`src/rtl/issue_unit_param.sv`:
```
// Tomasulo issue stage: ROB allocation, RAT rename and per-class RS capacity checks.
// Produces a registered dispatch packet one cycle after an instruction is accepted.
module issue_unit_param #(
  parameter int ROB_DEPTH = 8,
  parameter int NUM_REGS  = 16,
  parameter int REG_W     = 4,
  parameter int FUNC_W    = 4,
  parameter int ADD_RS    = 3,
  parameter int MUL_RS    = 3
) (
  input  logic                           clk1,
  input  logic                           rst,
  input  logic                           in_valid,
  output logic                           in_ready,
  input  logic [REG_W-1:0]               in_rs1,
  input  logic [REG_W-1:0]               in_rs2,
  input  logic [REG_W-1:0]               in_rd,
  input  logic [FUNC_W-1:0]              in_func,
  input  logic                           add_free,
  input  logic                           mul_free,
  input  logic                           commit_valid,
  input  logic [REG_W-1:0]               commit_rd,
  input  logic                           flush,
  output logic                           out_valid,
  output logic                           out_class,
  output logic [FUNC_W-1:0]              out_func,
  output logic [REG_W-1:0]               out_rd,
  output logic [$clog2(ROB_DEPTH)-1:0]   out_rob_idx,
  output logic                           out_rs1_busy,
  output logic                           out_rs2_busy,
  output logic [$clog2(ROB_DEPTH)-1:0]   out_rs1_tag,
  output logic [$clog2(ROB_DEPTH)-1:0]   out_rs2_tag,
  output logic                           out_illegal,
  output logic [$clog2(ROB_DEPTH):0]     rob_count
);

  localparam int AW = $clog2(ROB_DEPTH);
  localparam int CW = $clog2(((ADD_RS > MUL_RS) ? ADD_RS : MUL_RS) + 1);
  localparam logic [AW:0]   DEPTH_C = (AW+1)'(ROB_DEPTH);
  localparam logic [AW:0]   PTR_ONE = (AW+1)'(1);
  localparam logic [CW-1:0] ADD_MAX = CW'(ADD_RS);
  localparam logic [CW-1:0] MUL_MAX = CW'(MUL_RS);
  localparam logic [CW-1:0] CNT_ONE = CW'(1);

  logic [AW:0]   head_p, tail_p;
  logic [CW-1:0] add_cnt, mul_cnt;
  logic          rat_busy [NUM_REGS];
  logic [AW-1:0] rat_tag  [NUM_REGS];
  logic [FUNC_W+REG_W-1:0] rob_mem [ROB_DEPTH];

  logic          full, empty, legal, is_mul, class_ok;
  logic          fire, issue, commit;
  logic [AW-1:0] head_idx, tail_idx;
  logic          rs1_busy, rs2_busy;
  logic          add_inc, add_dec, mul_inc, mul_dec;

  always_comb begin
    rob_count = tail_p - head_p;
    full      = (rob_count == DEPTH_C);
    empty     = (rob_count == '0);
    head_idx  = head_p[AW-1:0];
    tail_idx  = tail_p[AW-1:0];
    legal     = (in_func[FUNC_W-1:2] == '0);
    is_mul    = in_func[1];
    if (!legal)      class_ok = 1'b1;
    else if (is_mul) class_ok = (mul_cnt < MUL_MAX);
    else             class_ok = (add_cnt < ADD_MAX);
    in_ready  = !rst && !flush && !full && class_ok;
    fire      = in_valid && in_ready;
    issue     = fire && legal;
    commit    = commit_valid && !empty;
    // A retiring producer that owns the mapping makes the source ready this cycle.
    rs1_busy  = rat_busy[in_rs1] &&
                !(commit && (commit_rd == in_rs1) && (rat_tag[in_rs1] == head_idx));
    rs2_busy  = rat_busy[in_rs2] &&
                !(commit && (commit_rd == in_rs2) && (rat_tag[in_rs2] == head_idx));
    add_inc   = issue && !is_mul;
    mul_inc   = issue && is_mul;
    add_dec   = add_free && (add_cnt != '0);
    mul_dec   = mul_free && (mul_cnt != '0);
  end

  always_ff @(posedge clk1) begin
    if (rst || flush) begin
      head_p  <= '0;
      tail_p  <= '0;
      add_cnt <= '0;
      mul_cnt <= '0;
    end else begin
      if (issue)  tail_p <= tail_p + PTR_ONE;
      if (commit) head_p <= head_p + PTR_ONE;
      if (add_inc && !add_dec)      add_cnt <= add_cnt + CNT_ONE;
      else if (!add_inc && add_dec) add_cnt <= add_cnt - CNT_ONE;
      if (mul_inc && !mul_dec)      mul_cnt <= mul_cnt + CNT_ONE;
      else if (!mul_inc && mul_dec) mul_cnt <= mul_cnt - CNT_ONE;
    end
  end

  // Issue write is placed after the commit clear so it wins on the same rd.
  always_ff @(posedge clk1) begin
    if (rst || flush) begin
      for (int i = 0; i < NUM_REGS; i++) rat_busy[i] <= 1'b0;
    end else begin
      if (commit && rat_busy[commit_rd] && (rat_tag[commit_rd] == head_idx))
        rat_busy[commit_rd] <= 1'b0;
      if (issue) begin
        rat_busy[in_rd] <= 1'b1;
        rat_tag[in_rd]  <= tail_idx;
      end
    end
  end

  always_ff @(posedge clk1) begin
    if (!rst && !flush && issue) rob_mem[tail_idx] <= {in_func, in_rd};
  end

  always_ff @(posedge clk1) begin
    if (rst || flush) begin
      out_valid    <= 1'b0;
      out_illegal  <= 1'b0;
      out_class    <= 1'b0;
      out_func     <= '0;
      out_rd       <= '0;
      out_rob_idx  <= '0;
      out_rs1_busy <= 1'b0;
      out_rs2_busy <= 1'b0;
      out_rs1_tag  <= '0;
      out_rs2_tag  <= '0;
    end else begin
      out_valid   <= issue;
      out_illegal <= fire && !legal;
      if (issue) begin
        out_class    <= is_mul;
        out_func     <= in_func;
        out_rd       <= in_rd;
        out_rob_idx  <= tail_idx;
        out_rs1_busy <= rs1_busy;
        out_rs2_busy <= rs2_busy;
        out_rs1_tag  <= rat_tag[in_rs1];
        out_rs2_tag  <= rat_tag[in_rs2];
      end
    end
  end

endmodule
```
`config.mk`:
```
export PLATFORM = sky130hd
export DESIGN_NAME = issue_unit_param
export DESIGN_NICKNAME = d
export VERILOG_FILES = /design/src/rtl/issue_unit_param.sv
export SDC_FILE = /design/constraint.sdc
export NUM_CORES = 1
export LEC_CHECK = 0
export CORE_AREA = 2 2 121 123
export CTS_BUF_LIST = sky130_fd_sc_hd__clkbuf_8
export DETAILED_ROUTE_END_ITERATION = 12
export DIE_AREA = 0 0 123 125
export GPL_ROUTABILITY_DRIVEN = 0
export SYNTH_ARGS = -nofsm -noshare
export SYNTH_HDL_FRONTEND = slang
export SYNTH_SLANG_ARGS = --single-unit
```
`constraint.sdc`:
```
create_clock -name clk1 -period 4.85 [get_ports clk1]
set_input_delay 0.7275 -clock clk1 [delete_from_list [all_inputs] [get_ports clk1]]
set_output_delay 0.7275 -clock clk1 [all_outputs]
set_load 0.005 [all_outputs]
```
==> impl_metrics.sql, run 1 <==
INSERT INTO impl_metrics (metric_group, metric, value, unit) VALUES
('setup_path', 'timing.critical_path.fanout_max', '10', ''),
('sta', 'fmax', '241', 'MHz'),
('final_layout', 'num_antenna_cells', '0', ''),
('logic_synthesis', 'count_leader_synth', 'sky130_fd_sc_hd__mux2i_1', ''),
('drt', 'met3WireLength', '1100', 'um'),
('drt', 'wl_met1', '6830', 'um'),
('setup_path', 'worst_path_max_delay_cell', 'sky130_fd_sc_hd__clkdlybuf4s50_1', ''),
('clock_network', 'htree_num_levels', '3', ''),
('clock_network', 'cts_tree', 'done', ''),
('sta', 'setup-violations-final', '0', ''),
('setup_path', 'critPathRequiredTime', '4120', 'ps'),
('clock_network', 'library_cell_used_as_clock_root_buffer', 'sky130_fd_sc_hd__clkbuf_8', ''),
('final_layout', 'finalNonFillerCells', '744', ''),
('setup_path', 'timing_worst_setup_path_type', 'reg -> out', ''),
('global_route', 'global_route_usage_over_all_layers', '22.2', '%'),
('drt', 'met2_wirelength', '7660', 'um'),
('setup_path', 'arrival_worst_endpoint', '3420', 'ps'),
('logic_synthesis', 'ys_seq_elements', '97', ''),
('drt', 'drc_errors', '0', ''),
('setup_path', 'crit_chain', 'ha_1 > inv_1 > fa_1 > xor2_1 > nor3_1 > a21boi_4 > nor2_1 > clkdlybuf4s50_1', ''),
('logic_synthesis', 'synth_enable_flop_cells', '48', ''),
('logic_synthesis', 'seq_area_frac_synth', '41.8', '%'),
('logic_synthesis', 'synth_top_cell_by_area', 'sky130_fd_sc_hd__edfxtp_1', ''),
('run', 'max-cap-violations', '0', ''),
('place', 'placed_cells_incl_taps', '728', ''),
('sta', 'fin_setup_tns', '0', 'ps'),
('sta', 'timing_worst_slew_pin_value', '1000', 'ps'),
('drt', 'dr.max_layer_used', 'met4', ''),
('power', 'vdd_ir_drop_max', '0.000166', 'V'),
('clock_network', 'clk_latency', '380', 'ps'),
('status', 'status', 'completed', ''),
('sta', 'max_slew_margin', '33.0', '%'),
('logic_synthesis', 'ys_top_cells_by_count', 'sky130_fd_sc_hd__mux2i_1 (50), sky130_fd_sc_hd__dfxtp_1 (49), sky130_fd_sc_hd__edfxtp_1 (48)', ''),
('clock_network', 'cts_num_sinks', '97', ''),
('sta', 'finalMaxSlewViolations', '0', ''),
('power', 'power_density', '225', 'nW/um2'),
('setup_path', 'worst_setup_path_start_kind', 'flip-flop', ''),
('floorplanning', 'floorplan.die.width', '123', 'um'),
('final_layout', 'drive_above_1_share', '14.5', '%'),
('floorplanning', 'floorplan.die_area', '15400', 'um2'),
('sta', 'period_share', '85.4', '%'),
('power', 'power.total', '1.49', 'mW'),
('min_path', 'hold_end', 'out_rd[3]', ''),
('clock_network', 'number_of_buffers_added_by_the_clock_tree_synthesis_step', '9', ''),
('logic_synthesis', 'netlist_instances', '516', ''),
('logic_synthesis', 'avgSynthCellArea', '11.2', 'um2'),
('min_path', 'min-delay-start', 'out_rd[3]', ''),
('sta', 'clock-skew-final', '9.56', 'ps'),
('final_layout', 'n_fill_cell', '1321', ''),
('floorplanning', 'i_o_pin_total', '54', ''),
('sta', 'report.final.hold_viol_count', '0', ''),
('clock_network', 'post_cts_hold_buffer_count', '0', ''),
('floorplanning', 'core_region_area', '14200', 'um2'),
('drt', 'first_iter_violations', '468', ''),
('logic_synthesis', 'area_share_of_the_largest_cell_type_after_synthesis', '24.8', '%'),
('clock_network', 'cts_setup_buffers', '0', ''),
('floorplanning', 'fp-row-count', '44', ''),
('drt', 'firstDrtPassIters', '5', ''),
('sta', 'grt_setup_unrepaired', 'no', ''),
('floorplanning', 'die_span_in_y', '125', 'um'),
('setup_path', 'r2r_end', 'mul_cnt[1]', ''),
('clock_network', 'clk_path_buf_depth', '2', ''),
('min_path', 'hold-path-cell-count', '2', ''),
('global_route', 'pin_count_of_the_biggest_net_entering_global_routing', '30', ''),
('global_route', 'grt_pass1_vias', '4481', ''),
('setup_path', 'critical_register_to_register_path_startpoint', 'head_p[0]', ''),
('floorplanning', 'floorplan.initialDensity', '40.8', '%'),
('logic_synthesis', 'yosys.cell_types.count', '60', ''),
('final_layout', 'nets', '590', ''),
('setup_path', 'worst-r2r-setup-slack', '970', 'ps'),
('global_route', 'grt_remaining_overflow', '0', '');
==> layout by cell type (no fill, tap or decap), drive strengths merged, types with 15 or more instances in the layout <==
master          n
nand2          38
xor2           15
mux4           37
a21oi          15
edfxtp         48
inv            21
nor2           47
mux2i          50
clkdlybuf4s50  52
nor4           16
dfxtp          49
o21ai          16
nand3          16
==> cell families (layout without fill, tap and decap cells) <==
kind of cell,Yosys count,count (layout),synth area share [%]
multiplexers,92,92,24.2
AO/OA/AOI/OAI,75,75,9.17
buffers and inverters,54,98,4.64
AND/OR/NAND/NOR,166,166,14.7
adder cells (fa/ha/maj),8,8,1.85
flip-flops,97,97,41.8
XOR/XNOR,24,24,3.62
==> worst max-delay path by stage <==
stage                         start           end  depth (start not counted)
final                     head_p[0]      in_ready                          8
after CTS                 head_p[0]      in_ready                          8
after detailed placement  head_p[0]    mul_cnt[1]                         13
after global placement    in_rs2[1]  out_rs2_busy                          8
after floorplan           tail_p[0]    mul_cnt[1]                         15
after global routing      head_p[0]      in_ready                          8
==> cell type report <==
type                       instances  area share, %
timing repair buffer              62           8.97
sequential                        97           36.6
inverter                          20           1.14
clock buffer                       9           1.87
tap                              184           3.48
multi-input combinational        365           47.2
clock inverter                     7          0.681
==> registers in the layout, summed over array words and instances (netlist names), 4 cells and up <==
signal,cells
out_func,4
out_rd,4
tail_p,4
rat_tag,48
rat_busy,16
head_p,4
==> worst register-to-register path, cell delays in order, from the launching register on <==
cell and delay [ps]:
sky130_fd_sc_hd__dfxtp_1 560, sky130_fd_sc_hd__ha_1 240, sky130_fd_sc_hd__inv_1 60, sky130_fd_sc_hd__fa_1 370
sky130_fd_sc_hd__xor2_1 240, sky130_fd_sc_hd__nor3_1 130, sky130_fd_sc_hd__a21boi_4 190, sky130_fd_sc_hd__nor3b_4 410
sky130_fd_sc_hd__nand2_2 130, sky130_fd_sc_hd__inv_2 490, sky130_fd_sc_hd__and2_1 220, sky130_fd_sc_hd__ha_1 260
sky130_fd_sc_hd__or3_1 360, sky130_fd_sc_hd__a21oi_1 150
==> metal layers <==
layer,vias up,track usage (%)
met5,-,0
met4,0,9.49
met3,51,5.34
met2,212,34.5
met1,2198,29.5
li1,2039,-
==> metrics by stage <==
step	setup WS (ps)	hold WS (ps)	area [um2]	utilization, %
after floorplan	1370	452	5800	-
after global placement	1070	463	6440	45.4
after detailed placement	1000	469	6440	45.4
after CTS	767	483	6610	46.5
after global routing	556	505	6610	46.5
final	706	475	6610	46.5
==> report_power, final <==
group	internal [mW]	switching, mW	leakage (nW)
clock network	0.185	0.291	0.0807
registers	0.853	0.00179	0.782
logic	0.0674	0.0918	1.39
total	1.11	0.384	2.25
No activity file was read; power rests on OpenSTA's default activity.
==> run 2: changes to the inputs <==
--- a/config.mk
+++ b/config.mk
@@ -10,6 +10,7 @@
 export DETAILED_ROUTE_END_ITERATION = 12
 export DIE_AREA = 0 0 123 125
 export GPL_ROUTABILITY_DRIVEN = 0
+export GPL_TIMING_DRIVEN = 0
 export SYNTH_ARGS = -nofsm -noshare
 export SYNTH_HDL_FRONTEND = slang
 export SYNTH_SLANG_ARGS = --single-unit
==> impl_metrics.sql, run 2 (synthesis results as in run 1) <==
INSERT INTO impl_metrics (metric_group, metric, value, unit) VALUES
('floorplanning', 'i_o_pin_total', '54', ''),
('floorplanning', 'floorplan.die_area', '15400', 'um2'),
('drt', 'detailroute.via_count', '4527', ''),
('clock_network', 'cts_num_sinks', '97', ''),
('sta', 'max_slew_margin', '33.1', '%'),
('setup_path', 'arrival_worst_endpoint', '3600', 'ps'),
('final_layout', 'layout.cells.most_common', 'sky130_fd_sc_hd__mux2i_1', ''),
('global_route', 'global_route_usage_over_all_layers', '22.2', '%'),
('power', 'p_clk_share', '32.2', '%'),
('sta', 'grt_setup_unrepaired', 'no', ''),
('clock_network', 'number_of_buffers_added_by_the_clock_tree_synthesis_step', '9', ''),
('drt', 'route.antenna.remaining_nets', '0', ''),
('clock_network', 'post_cts_hold_buffer_count', '0', ''),
('power', 'power_switching_share', '25.4', '%'),
('power', 'pwr-share-seq', '57.1', '%'),
('sta', 'fin_crit', '4330', 'ps'),
('place', 'worst_slack_at_placement', '724', 'ps'),
('clock_network', 'clock_transition_time_at_the_flip_flop_clock_pins_of_the_worst_setup_and_hold_paths', '90', 'ps'),
('power', 'leakage', '2.31', 'nW'),
('min_path', 'min_path_type', 'reg -> reg', ''),
('clock_network', 'htree_num_levels', '3', ''),
('power', 'pwr-share-comb', '10.8', '%'),
('setup_path', 'critPathRequiredTime', '4120', 'ps'),
('power', 'vdd_ir_drop_max', '0.000168', 'V'),
('sta', 'clock-skew-final', '12.9', 'ps'),
('drt', 'routed_wl', '16600', 'um'),
('place', 'port_buffers', '44', ''),
('final_layout', 'n_fill_cell', '1319', ''),
('final_layout', 'largest_register', 'rat_tag', ''),
('clock_network', 'clk_latency', '380', 'ps'),
('clock_network', 'library_cell_used_as_clock_root_buffer', 'sky130_fd_sc_hd__clkbuf_8', ''),
('setup_path', 'worst_setup_path_start_kind', 'flip-flop', ''),
('power', 'switchingPower', '0.381', 'mW'),
('setup_path', 'critical_path_buf_inv_count', '3', ''),
('drt', 'route.detailed.wl_per_inst', '21.7', 'um'),
('final_layout', 'final_cell_mix', 'sky130_fd_sc_hd__mux2i_1 (50), sky130_fd_sc_hd__dfxtp_1 (49), sky130_fd_sc_hd__edfxtp_1 (48), sky130_fd_sc_hd__nor2_1 (47), sky130_fd_sc_hd__clkdlybuf4s50_1 (44)', ''),
('setup_path', 'cpLargestDelayFamily', 'buffers and inverters', ''),
('drt', 'avgViaCountPerCell', '5.94', ''),
('floorplanning', 'die_span_in_y', '125', 'um'),
('floorplanning', 'floorplan.initialDensity', '40.8', '%'),
('drt', 'firstDrtPassIters', '5', ''),
('clock_network', 'cts.repair.resized', '0', ''),
('sta', 'fmax', '231', 'MHz'),
('final_layout', 'largest_reg_flops', '48', ''),
('sta', 'report.final.hold_viol_count', '0', ''),
('drt', 'first_iter_violations', '377', ''),
('clock_network', 'cts_tree', 'done', ''),
('global_route', 'grt_remaining_overflow', '0', ''),
('global_route', 'wire_length_of_the_first_global_routing_pass', '25200', 'um'),
('setup_path', 'timing.critical_path.fanout_max', '10', ''),
('status', 'status', 'completed', ''),
('drt', 'drc_errors', '0', ''),
('power', 'power_density', '224', 'nW/um2'),
('sta', 'finalMaxSlewViolations', '0', ''),
('global_route', 'grt_antenna_before_repair', '0', ''),
('place', 'place_hpwl', '12600', 'um'),
('setup_path', 'timing_worst_setup_path_type', 'reg -> out', ''),
('power', 'internal_portion_of_total_power', '1.12', 'mW'),
('sta', 'fin_setup_tns', '0', 'ps'),
('final_layout', 'num_antenna_cells', '0', ''),
('sta', 'period_share', '89.2', '%'),
('sta', 'fin_ws', '523', 'ps'),
('floorplanning', 'fp-row-count', '44', ''),
('final_layout', 'synthToLayoutAreaGrowth', '15.1', '%'),
('run', 'max-cap-violations', '0', ''),
('global_route', 'pin_count_of_the_biggest_net_entering_global_routing', '23', ''),
('setup_path', 'crit_chain', 'clkbuf_1 > inv_1 > fa_1 > xor2_1 > nor3_1 > a21boi_4 > nor2_1 > clkdlybuf4s50_1', ''),
('sta', 'setup-violations-final', '0', ''),
('global_route', 'grt_pass1_vias', '4392', ''),
('clock_network', 'cts_setup_buffers', '0', ''),
('setup_path', 'max_stage_delay', '630', 'ps'),
('final_layout', 'nets', '608', ''),
('setup_path', 'worst_path_max_delay_cell', 'sky130_fd_sc_hd__clkdlybuf4s50_1', ''),
('setup_path', 'endpoint_kind', 'primary output', ''),
('sta', 'timing_worst_slew_pin_value', '995', 'ps'),
('clock_network', 'clk_path_buf_depth', '2', ''),
('floorplanning', 'core_region_area', '14200', 'um2'),
('floorplanning', 'floorplan.die.width', '123', 'um'),
('final_layout', 'largest_registers_in_the_final_layout', 'rat_tag x48, rat_busy x16', ''),
('final_layout', 'drive_above_1_share', '16.4', '%');
[run 2: cell count changes in the layout (fill, tap and decap cells not counted), moves of 2 or more]
cell	delta
sky130_fd_sc_hd__clkbuf_1	+9
sky130_fd_sc_hd__clkdlybuf4s50_1	-8
sky130_fd_sc_hd__buf_2	+11
sky130_fd_sc_hd__buf_4	-2
sky130_fd_sc_hd__buf_6	+4
sky130_fd_sc_hd__buf_1	+4
sky130_fd_sc_hd__clkinv_1	-2
sky130_fd_sc_hd__inv_1	+2
[run 2: power by group through the flow]
stage / Combinational, mW / Clock [mW] / Sequential [mW]
global route: 0.171 / 0.527 / 0.856
floorplan: 0.105 / 0 / 0.874
CTS: 0.160 / 0.494 / 0.855
global placement: 0.158 / 0 / 0.874
detailed placement: 0.160 / 0 / 0.874
finish: 0.161 / 0.482 / 0.855
[run 2: final timing paths]
check / start / end / slack, ps / cells after the start
worst max-delay path: head_p[1] / in_ready / 520 / 8
worst min-delay path: out_rd[3] / out_rd[3] / 460 / 2
worst max register to register: head_p[1] / mul_cnt[1] / 700 / 15
worst min register to register: out_rd[3] / out_rd[3] / 460 / 2
[run 2: worst register-to-register path, stage by stage, from the launching register on]
cell	delay, ps
sky130_fd_sc_hd__dfxtp_1	350
sky130_fd_sc_hd__clkbuf_1	400
sky130_fd_sc_hd__inv_1	290
sky130_fd_sc_hd__fa_1	490
sky130_fd_sc_hd__xor2_1	200
sky130_fd_sc_hd__nor3_1	340
sky130_fd_sc_hd__a21boi_4	410
sky130_fd_sc_hd__nor3b_4	140
sky130_fd_sc_hd__nand2_2	140
sky130_fd_sc_hd__inv_2	60
sky130_fd_sc_hd__buf_6	150
sky130_fd_sc_hd__buf_6	160
sky130_fd_sc_hd__and2_1	160
sky130_fd_sc_hd__ha_1	330
sky130_fd_sc_hd__or3_1	350
sky130_fd_sc_hd__a21oi_1	140
[run 2: through the flow]
stage / power [mW] / std cells / utilization [%] / area, um2 / hold slack, ps
2_1_floorplan: 0.979 / 516 / - / 5800 / 452
3_3_place_gp: 1.03 / 744 / 45.6 / 6470 / 451
3_5_place_dp: 1.03 / 746 / 45.8 / 6500 / 454
4_1_cts: 1.51 / 762 / 47.0 / 6680 / 467
5_1_grt: 1.55 / 762 / 47.0 / 6680 / 492
6_report: 1.50 / 762 / 47.0 / 6680 / 463
[run 2: area by class of cell]
type,count,area [um2],share of cell area (%)
Sequential cell,97,2420,36.3
Multi-Input combinational cell,365,3130,46.9
Timing Repair Buffer,46,453,6.78
Inverter,20,75.1,1.12
Clock buffer,10,138,2.06
Clock inverter,6,36.3,0.543
Buffer,34,194,2.90
Tap cell,184,230,3.45
[run 2: metal layers]
layer	track usage [%]	up-vias	routed length (um)
li1	-	2068	-
met2	35.0	194	7770
met5	0	-	0
met1	30.1	2235	6990
met3	5.57	30	1340
met4	6.89	0	447
==> run 3: changes to the inputs <==
--- a/config.mk
+++ b/config.mk
@@ -7,6 +7,7 @@
 export LEC_CHECK = 0
 export CORE_AREA = 2 2 121 123
 export CTS_BUF_LIST = sky130_fd_sc_hd__clkbuf_8
+export CTS_CLUSTER_DIAMETER = 200
 export DETAILED_ROUTE_END_ITERATION = 12
 export DIE_AREA = 0 0 123 125
 export GPL_ROUTABILITY_DRIVEN = 0
==> results of run 3 <==
The final DEF is identical to that of run 2; final timing and power are the same.
